$ cat src/rtl/tqvp_rejunity_vga_capture.sv
// tqvp_rejunity_vga_capture: 1-bpp VGA receiver measuring sync timing and capturing one line of pixels
// Define VGA_CAP_CONT_EN to enable CTRL[3] continuous capture (re-arm after each completion).
module tqvp_rejunity_vga_capture #(
  parameter int CAP_BITS = 64,
  parameter int CNT_W = 16
) (
  input  logic        clk,
  input  logic        rst_n,
  input  logic [7:0]  ui_in,
  output logic [7:0]  uo_out,
  input  logic [5:0]  address,
  input  logic [31:0] data_in,
  input  logic [1:0]  data_write_n,
  input  logic [1:0]  data_read_n,
  output logic [31:0] data_out,
  output logic        data_ready,
  output logic        user_interrupt
);
  localparam int XW = CNT_W + 1;
  typedef enum logic [1:0] {S_IDLE, S_ARM, S_LINES, S_CAPTURE} state_t;
  state_t state;
  logic arm, hpol, vpol, cont, done, hs_prev, vs_prev;
  logic [9:0] line, line_cnt;
  logic [CNT_W-1:0] xstart, h_cnt, hperiod, hwidth;
  logic [10:0] v_cnt, vlines;
  logic [XW-1:0] x_cnt, x_cur, x_idx;
  logic [63:0] cap;
  logic hs_act, vs_act, hs_lead, hs_trail, vs_lead, wr_en, ctrl_wr, hit, samp, last, unused_ok;
  assign uo_out = '0;
  assign data_ready = 1'b1;
  assign user_interrupt = done;
  assign unused_ok = &{1'b0, ui_in[7:3], data_in};
  assign hs_act = ui_in[0] ~^ hpol;
  assign vs_act = ui_in[1] ~^ vpol;
  assign hs_lead = hs_act & ~hs_prev;
  assign hs_trail = ~hs_act & hs_prev;
  assign vs_lead = vs_act & ~vs_prev;
  assign wr_en = data_write_n != 2'b11;
  assign ctrl_wr = wr_en && address == 6'h00;
  // The hsync edge cycle is sample offset 0, so the window test also runs on the LINES->CAPTURE cycle.
  assign hit = state == S_LINES && hs_lead && !vs_lead && line_cnt == line;
  assign x_cur = state == S_CAPTURE ? x_cnt : '0;
  assign x_idx = x_cur - XW'(xstart);
  assign samp = (hit || state == S_CAPTURE) && x_cur >= XW'(xstart) && x_idx < XW'(CAP_BITS);
  assign last = samp && x_idx == XW'(CAP_BITS - 1);
  always_ff @(posedge clk) begin
    if (!rst_n) begin
      state <= S_IDLE;
      {arm, hpol, vpol, cont, done, hs_prev, vs_prev} <= '0;
      line <= '0;
      line_cnt <= '0;
      xstart <= '0;
      h_cnt <= '0;
      hperiod <= '0;
      hwidth <= '0;
      v_cnt <= '0;
      vlines <= '0;
      x_cnt <= '0;
      cap <= '0;
    end else begin
      hs_prev <= hs_act;
      vs_prev <= vs_act;
      h_cnt <= hs_lead ? CNT_W'(1) : h_cnt + CNT_W'(h_cnt != '1);
      if (hs_lead) hperiod <= h_cnt;
      if (hs_trail) hwidth <= h_cnt;
      if (vs_lead) begin
        vlines <= v_cnt;
        v_cnt <= {10'b0, hs_lead};
      end else if (hs_lead && v_cnt != '1) v_cnt <= v_cnt + 11'd1;
      if (wr_en && address == 6'h04) line <= data_in[9:0];
      if (wr_en && address == 6'h08) xstart <= data_in[CNT_W-1:0];
      if (wr_en && address == 6'h0C) done <= 1'b0;
      if (ctrl_wr) begin
        arm <= data_in[0];
        hpol <= data_in[1];
        vpol <= data_in[2];
`ifdef VGA_CAP_CONT_EN
        cont <= data_in[3];
`endif
        state <= data_in[0] ? S_ARM : S_IDLE;
        if (data_in[0]) done <= 1'b0;
      end else begin
        if (samp) cap[x_idx[5:0]] <= ui_in[2];
        if (last) begin
          state <= cont ? S_ARM : S_IDLE;
          arm <= cont;
          done <= 1'b1;
        end else
          case (state)
            S_ARM: if (vs_lead) begin
              state <= S_LINES;
              line_cnt <= '0;
            end
            S_LINES: if (vs_lead) line_cnt <= '0;
              else if (hit) begin
                state <= S_CAPTURE;
                x_cnt <= XW'(1);
              end else if (hs_lead) line_cnt <= line_cnt + 10'd1;
            S_CAPTURE: x_cnt <= x_cnt + XW'(1);
            default: ;
          endcase
      end
    end
  end
  always_comb begin
    data_out = '0;
    if (data_read_n != 2'b11)
      case (address)
        6'h00: data_out = {28'b0, cont, vpol, hpol, arm};
        6'h04: data_out = {22'b0, line};
        6'h08: data_out = 32'(xstart);
        6'h0C: data_out = {30'b0, done, state != S_IDLE};
        6'h10: data_out = 32'(hperiod);
        6'h14: data_out = 32'(hwidth);
        6'h18: data_out = {21'b0, vlines};
        6'h20: data_out = cap[31:0];
        6'h24: data_out = cap[63:32];
        default: ;
      endcase
  end
endmodule

$ cat config.mk
export PLATFORM = sky130hd
export DESIGN_NAME = tqvp_rejunity_vga_capture
export DESIGN_NICKNAME = d
export VERILOG_FILES = /design/src/rtl/tqvp_rejunity_vga_capture.sv
export SDC_FILE = /design/constraint.sdc
export NUM_CORES = 1
export LEC_CHECK = 0
export CORE_UTILIZATION = 40
export DETAILED_ROUTE_END_ITERATION = 8
export RECOVER_POWER = 50
export SYNTH_ARGS = -nofsm -noshare
export SYNTH_HDL_FRONTEND = slang
export SYNTH_SLANG_ARGS = --single-unit
$ cat constraint.sdc
create_clock -name clk -period 8.5 [get_ports clk]
set_input_delay 1.7 -clock clk [delete_from_list [all_inputs] [get_ports clk]]
set_output_delay 1.7 -clock clk [all_outputs]
set_load 0.05 [all_outputs]
# Word level (Yosys, flattened, before mapping)
# Index checks and enable logic that the tools add are counted.
# totals
out_inout_bits,42
input_bits,52
register_bits,195
elab_cells,121
# op_classes
n_reduce_logical,27
n_addsub,5
bitwise,11
n_eq_ne,25
order_cmp,4
muxes,30
# op_table
cell,n
32-bit one-hot mux with 9 select lines,1
64-bit bitwise mux,1
17-bit 2-to-1 mux,3
10-bit 2-to-1 mux,4
17-bit one-hot mux with 2 select lines,1
32-bit 2-to-1 mux,1
10-bit one-hot mux with 2 select lines,1
"6-bit by 5-bit equality test with 1-bit output, second input constant",3
"17-bit by 1-bit adder with 17-bit output, second input constant",1
"17-bit by 6-bit equality test with 1-bit output, second input constant",1
17-bit by 16-bit >= comparator with 1-bit output,1
"17-bit by 7-bit < comparator with 1-bit output, second input constant",1
17-bit by 16-bit subtractor with 17-bit output,1
16-bit by 1-bit adder with 16-bit output,1
"16-bit inequality test, second input constant",1
"6-bit by 4-bit equality test with 1-bit output, second input constant",2
"6-bit equality test, second input constant",2
1-bit logical AND,12
"4-bit inequality test, second input constant",3
"11-bit by 1-bit adder with 11-bit output, second input constant",1
1-bit 2-to-1 mux,11
"11-bit inequality test, second input constant",1
"10-bit by 1-bit adder with 10-bit output, second input constant",1
10-bit equality test,1
23 further kinds,46

# Longest topological paths before layout
# Gate-level depths: netlist of the first run.
# logic_depth
ltp_word,11
mapped_depth,18
depth_no_buf,14

# Worst setup path before layout of the first run
# No wires, ideal clock.
# synth_path
path_kind,in2out
startpoint,input port address[5]
endpoint,output port data_out[7]
setup_slack_ps,2758
t_arrival_ps,4042
cell_stages,7
cell_sequence,clkbuf_1 > nor4_1 > and2_0 > clkbuf_1 > clkbuf_1 > a22oi_1 > a31oi_1
# synth_between
elab_chain_len,3
word_cells_on_any_way,11
cone_classes,eq/ne (8); mux (2); reduce/logical (1)
# synth_lines
element,line_no,text
from (decl),11,"input logic [5:0] address,"
"6-bit equality test, or another cell as far along",108,case (address)
32-bit one-hot mux with 9 select lines *,108,
32-bit 2-to-1 mux *,107,if (data_read_n != 2'b11)
to (decl),15,"output logic [31:0] data_out,"
# Mark *: on every way between the ends. The rest lies on a longest branch, timed or not.

# Final worst setup path of the first run
# layout_path
startpoint,input port address[3]
endpoint,output port data_out[7]
# The elaborated chain is that of the path after synthesis.

==> metrics.yaml, run 1 <==
power_and_ir_drop:
  vdd_drop_max_mv: 0.129
  switching_power_uw: 516
  power_frac_seq_pct: 48.8
  power_leakage_nw: 3.97
  p_sw_share_pct: 27.3
  clockPowerShare_pct: 43.9
  p_comb_share_pct: 7.3
  intPower_mw: 1.37
  power.density_nw_per_um2: 156
  p_total_mw: 1.89
setup_path:
  critPathLaunchType: "input port"
  critPathRequiredTime_ns: 6.80
  critPathBufInv: 2
  slowest_stage: "dlygate4sd3_1"
  cp_top_family: "buffers and inverters"
  crit_arrival_ns: 5.22
  crit_path_end_kind: "primary output"
  crit_path_max_fanout: 22
  path_class: "in2out"
  path_cells: "dlygate4sd3_1, nor2b_1, and2_0, a22oi_1, a31oi_1, clkdlybuf4s50_1"
  max_stage_delay_ns: 1.07
sta:
  setup_viol: 0
  period_minus_slack_ns: 6.92
  fmax_ghz: 0.145
  finalClockSkew_ns: 0.0153
  post-route-period-util_pct: 81.4
  worstMarginPinSlew_ns: 3.60
  rsz0062_at_grt: "false"
  whs_ns: 0.456
  final.setup.tns_ns: 0
  slew_violations: 135
  relSlewSlack_pct: -140
  hold_viol_final: 0
cts:
  cts_hold_buf: 0
  clock_path_buffers: 2
  cts_setup_buffers: 0
  clkLatencyLatePin_ns: 0.44
  clk_pin_slew_ns: 0.08
  cts_tree: "done"
  h-tree-depth: 4
  post_cts_resized: 0
  numCtsBuffers: 17
  cts-root-buf: "clkbuf_16"
  numClockSinks: 195
floorplanning:
  die_x_um: 167
  fp.dieArea_um2: 27700
  die_h_um: 167
  core_area_um2: 26300
  row_count: 59
  num_io_pins: 94
  start_util_pct: 41.2
grt:
  grt_pass1_vias: 9527
  track_usage_pct: 23.5
  grt_max_degree: 85
  antenna_found_initial: 0
  grt_overflow: 0
  grt_pass1_wl_mm: 52.5
placed_design:
  gp_congestion: 0.888
  portBuffers: 63
  place_hpwl_mm: 22.6
  place_inst: 1780
route:
  viasPerCell: 5.82
  drt_wl_total_mm: 32.7
  ant_nets: 0
  drt-pass1-iter-count: 8
  vias: 10537
  drtIter0Drc: 905
  drc_errors: 6
  wl_per_cell_um: 18.0
final_layout:
  n_antenna_cell: 0
  nets: 1542
  drive_gt1_share_pct: 4.60
  instances_no_fill: 1812
  syn2layout_area_growth_pct: 12.1
yosys:
  yosysWarnings: 0
  yosys_most_used_dff: "dfxtp_1"
  synthDistinctLibCells: 73
  synthTopCellsByArea: "dfxtp_1, nand2_1, a21oi_1"
  yosys.area.top_type_share_pct: 36.0
  synthCells: 1473
  ys_seq_area_share_pct: 36.0
  async_reset_ff_share_pct: 0
  avgSynthCellArea_um2: 7.35
  synth-edff-count: 0
  syn_area_um2: 10800
  synth_top_area_cell: "dfxtp_1"
  synth_seq_cells: 195
flow_run:
  max_cap_violations: 3
worst_hold_path:
  hold_path_class: "reg2reg"
run_status:
  status: "finished, violations left"
  violations: "design-rule violations, max-capacitance violations, max-slew violations"
power groups by stage:
stage / combinational, mW / sequential (mW) / clock (mW)
final: 0.138 / 0.923 / 0.830
after global routing: 0.149 / 0.924 / 0.880
after CTS: 0.137 / 0.923 / 0.841
after detailed placement: 0.137 / 0.944 / 0
after global placement: 0.136 / 0.944 / 0
after floorplan: 0.0961 / 0.942 / 0
final cells by class:
| type | count | area, um^2 |
|---|---|---|
| clock buffers | 17 | 425 |
| clock inverters | 15 | 170 |
| fillers | 2666 | 14100 |
| inverters | 35 | 134 |
| multi-input cells | 1134 | 6350 |
| flip-flops and latches | 195 | 3900 |
| well taps | 335 | 419 |
| repair buffers | 81 | 749 |
kinds of logic (layout without fill, tap and decap cells):
| logic type | Yosys count | count (layout) | share of synthesized area, % |
|---|---|---|---|
| AO/OA/AOI/OAI | 411 | 411 | 22.5 |
| XOR/XNOR | 44 | 44 | 3.56 |
| adder cells (fa/ha/maj) | 26 | 26 | 3.07 |
| buffers and inverters | 151 | 148 | 5.76 |
| flip-flops | 195 | 195 | 36.0 |
| multiplexers | 18 | 18 | 1.79 |
| other | 2 | 9 | 0.0693 |
| AND/OR/NAND/NOR | 626 | 626 | 27.2 |
cells in the final DEF (no fill, tap or decap), types with 28 or more instances in the layout:
cell	netlist	routed
a21oi_1	179	179
a22oi_1	40	40
clkdlybuf4s50_1	0	58
dfxtp_1	195	195
inv_1	35	34
nand2_1	285	285
nand4_1	72	72
nor2_1	112	107
o21ai_0	92	93
xor2_1	28	28
worst reg2reg max path, stage by stage, from the launching register on:
cell and delay (ns):
dfxtp_1 0.40, ha_1 0.70, nand2_1 0.19, ha_1 0.24
inv_1 0.07, fa_1 0.27, a211oi_2 0.12, o21ai_1 0.39
xnor2_1 0.11, a2111oi_0 0.53, o211ai_1 0.17, nor4_1 0.42
nand3_2 0.93, o21ai_0 0.55, a21oi_1 0.10
registers in the layout (all words and copies together) (netlist names), 11 cells and up:
name,flops
hwidth,16
v_cnt,11
cap,64
vlines,11
h_cnt,16
hperiod,16
xstart,16
x_cnt,17
cell usage after synthesis (6+ instances only):
cell type	count
and3_1	18
inv_1	35
nand4_1	72
nor3_1	12
and2_1	25
a22oi_1	40
or4_1	6
or3_1	12
a21oi_1	179
o31ai_1	7
clkbuf_1	90
dfxtp_1	195
mux2i_1	16
o211ai_1	13
a21o_1	6
a31oi_1	14
ha_1	25
nand3b_1	13
nor4_1	11
nand2b_1	8
buf_2	10
nand3_1	27
o22ai_1	12
xor2_1	28
o21ai_0	92
xnor2_1	16
nand2_1	285
buf_4	10
nor2_1	112
o21ai_1	10
a222oi_1	6
layer usage:
metal | GRT usage (%) | vias to the layer above | wire (um)
li1 | - | 5185 | -
met1 | 31.5 | 5021 | 15100
met2 | 37.9 | 285 | 14900
met3 | 3.73 | 46 | 1710
met4 | 8.57 | 0 | 997
met5 | 0 | - | 0
per-stage QoR:
step                util, %  setup WS [ns]  cell area (um^2)
finish                 46.2           1.58             12100
global route           46.2           1.36             12100
CTS                    46.3           1.74             12200
detailed placement     44.1           1.74             11600
global placement       44.1           1.74             11600
floorplan                 -           2.76             10900
worst paths after layout:
kind,end,depth (start not counted),slack (ns),start
worst min register to register,hwidth[4],2,0.46,hwidth[4]
worst max register to register,cap[52],14,3.02,state[0]
worst min-delay path,hwidth[4],2,0.46,hwidth[4]
worst max-delay path,data_out[7],6,1.58,address[3]
Power figures use the tool's default switching activity.
==> run 2, diff against run 1 <==
==> constraint.sdc (replaced) <==
create_clock -name clk -period 5.9 [get_ports clk]
set_input_delay 1.18 -clock clk [delete_from_list [all_inputs] [get_ports clk]]
set_output_delay 1.18 -clock clk [all_outputs]
set_load 0.05 [all_outputs]
==> metrics.yaml, run 2 (same netlist as run 1, synthesis figures left out) <==
run_status:
  status: "finished, violations left"
  violations: "design-rule violations, max-capacitance violations, max-slew violations"
power_and_ir_drop:
  power.density_nw_per_um2: 223
  vdd_drop_max_mv: 0.184
  power_frac_seq_pct: 48.4
  power_leakage_nw: 4.08
  p_sw_share_pct: 28.4
  clockPowerShare_pct: 44.2
  switching_power_uw: 778
  p_comb_share_pct: 7.4
  intPower_mw: 1.97
grt:
  track_usage_pct: 23.2
  grt_max_degree: 95
  antenna_found_initial: 0
  grt_use_met2_pct: 37.4
  use_met3_pct: 3.16
  top_usage_layer: "met2"
  grtUsageMet1_pct: 31.4
  grt_pass1_vias: 9419
  grt_overflow: 0
  grt_pass1_wl_mm: 51.3
route:
  drc_errors: 6
  vias: 10459
  viasPerCell: 5.75
  wl_per_cell_um: 18.0
  drt_wl_total_mm: 32.7
  drtIter0Drc: 900
  drt-pass1-iter-count: 9
  ant_nets: 0
final_layout:
  syn2layout_area_growth_pct: 13.7
  drive_gt1_share_pct: 6.81
  largestRegisters: "cap (64), x_cnt (17)"
  n_antenna_cell: 0
  regMostFlops: "cap"
  mostFrequentLayoutCells: "nand2_1, dfxtp_1, a21oi_1, nor2_1, o21ai_0"
  nets: 1549
  final_common_cell: "nand2_1"
  instances_no_fill: 1819
  largest_register_ffs: 64
  final_util_pct: 46.9
floorplanning:
  num_io_pins: 94
  core_area_um2: 26300
  die_x_um: 167
  fp.dieArea_um2: 27700
  row_count: 59
  die_h_um: 167
  start_util_pct: 41.2
setup_path:
  crit_arrival_ns: 3.95
  max_stage_delay_ns: 0.78
  crit_path_max_fanout: 15
  slowest_stage: "clkdlybuf4s50_1"
  critPathBufInv: 3
  cp_top_family: "buffers and inverters"
  critPathLaunchType: "input port"
  path_cells: "clkdlybuf4s50_1, nor2b_1, buf_4, and2_0, a22oi_1, a31oi_1, buf_12"
  critPathLaunch: "address[3]"
  critPathRequiredTime_ns: 4.72
  path_class: "in2out"
  r2r_start: "state[0]"
  crit_path_end_kind: "primary output"
placed_design:
  place_hpwl_mm: 22.9
  dp_slack_ns: 0.839
  gp_congestion: 0.855
  portBuffers: 63
  place_inst: 1787
cts:
  numCtsBuffers: 17
  cts_tree: "done"
  cts-root-buf: "clkbuf_16"
  cts_hold_buf: 0
  numClockSinks: 195
  clkLatencyLatePin_ns: 0.44
  clock_path_buffers: 2
  h-tree-depth: 4
  post_cts_resized: 0
  cts_setup_buffers: 0
  clk_pin_slew_ns: 0.08
sta:
  whs_ns: 0.458
  rsz0062_at_grt: "false"
  worstMarginPinSlew_ns: 1.79
  relSlewSlack_pct: -19.3
  final.setup.tns_ns: 0
  slew_violations: 130
  setup_viol: 0
  post-route-period-util_pct: 86.9
  finalClockSkew_ns: 0.0146
  worst_slack_ns: 0.770
  hold_viol_final: 0
  period_minus_slack_ns: 5.13
  fmax_ghz: 0.195
worst_hold_path:
  hold_path_class: "reg2reg"
  min-delay-start: "hperiod[8]"
flow_run:
  max_cap_violations: 2
## run 2: cell count changes in the layout (fill, tap and decap cells not counted), moves of 3 or more
cell             delta
clkbuf_1            +9
clkinv_2            -3
buf_4              +15
clkdlybuf4s50_1    -31
inv_12              +3
buf_12             +15
## run 2: stage by stage
| step | instance area [um^2] | power (mW) |
|---|---|---|
| 6_report | 12300 | 2.74 |
| 5_1_grt | 12300 | 2.83 |
| 4_1_cts | 12400 | 2.77 |
| 3_5_place_dp | 11700 | 1.56 |
| 3_3_place_gp | 11700 | 1.56 |
| 2_1_floorplan | 10900 | 1.50 |
## run 2: layer usage
metal / share of wire, % / up-vias
met5: 0 / -
met4: 2.6 / 0
met3: 4.2 / 35
met2: 47 / 272
met1: 47 / 4951
li1: - / 5201
## run 2: area by class of cell
cell class | count | area (um^2)
Sequential cell | 195 | 3900
Fill cell | 2661 | 14000
Multi-Input combinational cell | 1134 | 6360
Clock buffer | 17 | 425
Clock inverter | 15 | 196
Inverter | 35 | 131
Tap cell | 335 | 419
Timing Repair Buffer | 88 | 876
## run 2: power by group through the flow
stage	registers, mW	logic [mW]	clock network, mW
finish	1.33	0.203	1.21
global route	1.33	0.222	1.28
CTS	1.33	0.202	1.24
detailed placement	1.36	0.202	0
global placement	1.36	0.200	0
floorplan	1.36	0.139	0
## run 2: worst min-delay path, cell delays in order (launching register included)
cell	delay (ns)
dfxtp_1	0.31
nand2_1	0.05
a21oi_1	0.05
## run 2: final timing paths
| path | to | slack, ns | cells after the start |
|---|---|---|---|
| hold reg to reg | hperiod[8] | 0.46 | 2 |
| setup / recovery | data_out[4] | 0.77 | 7 |
| hold / removal | hperiod[8] | 0.46 | 2 |
| setup reg to reg | x_cnt[14] | 0.95 | 15 |
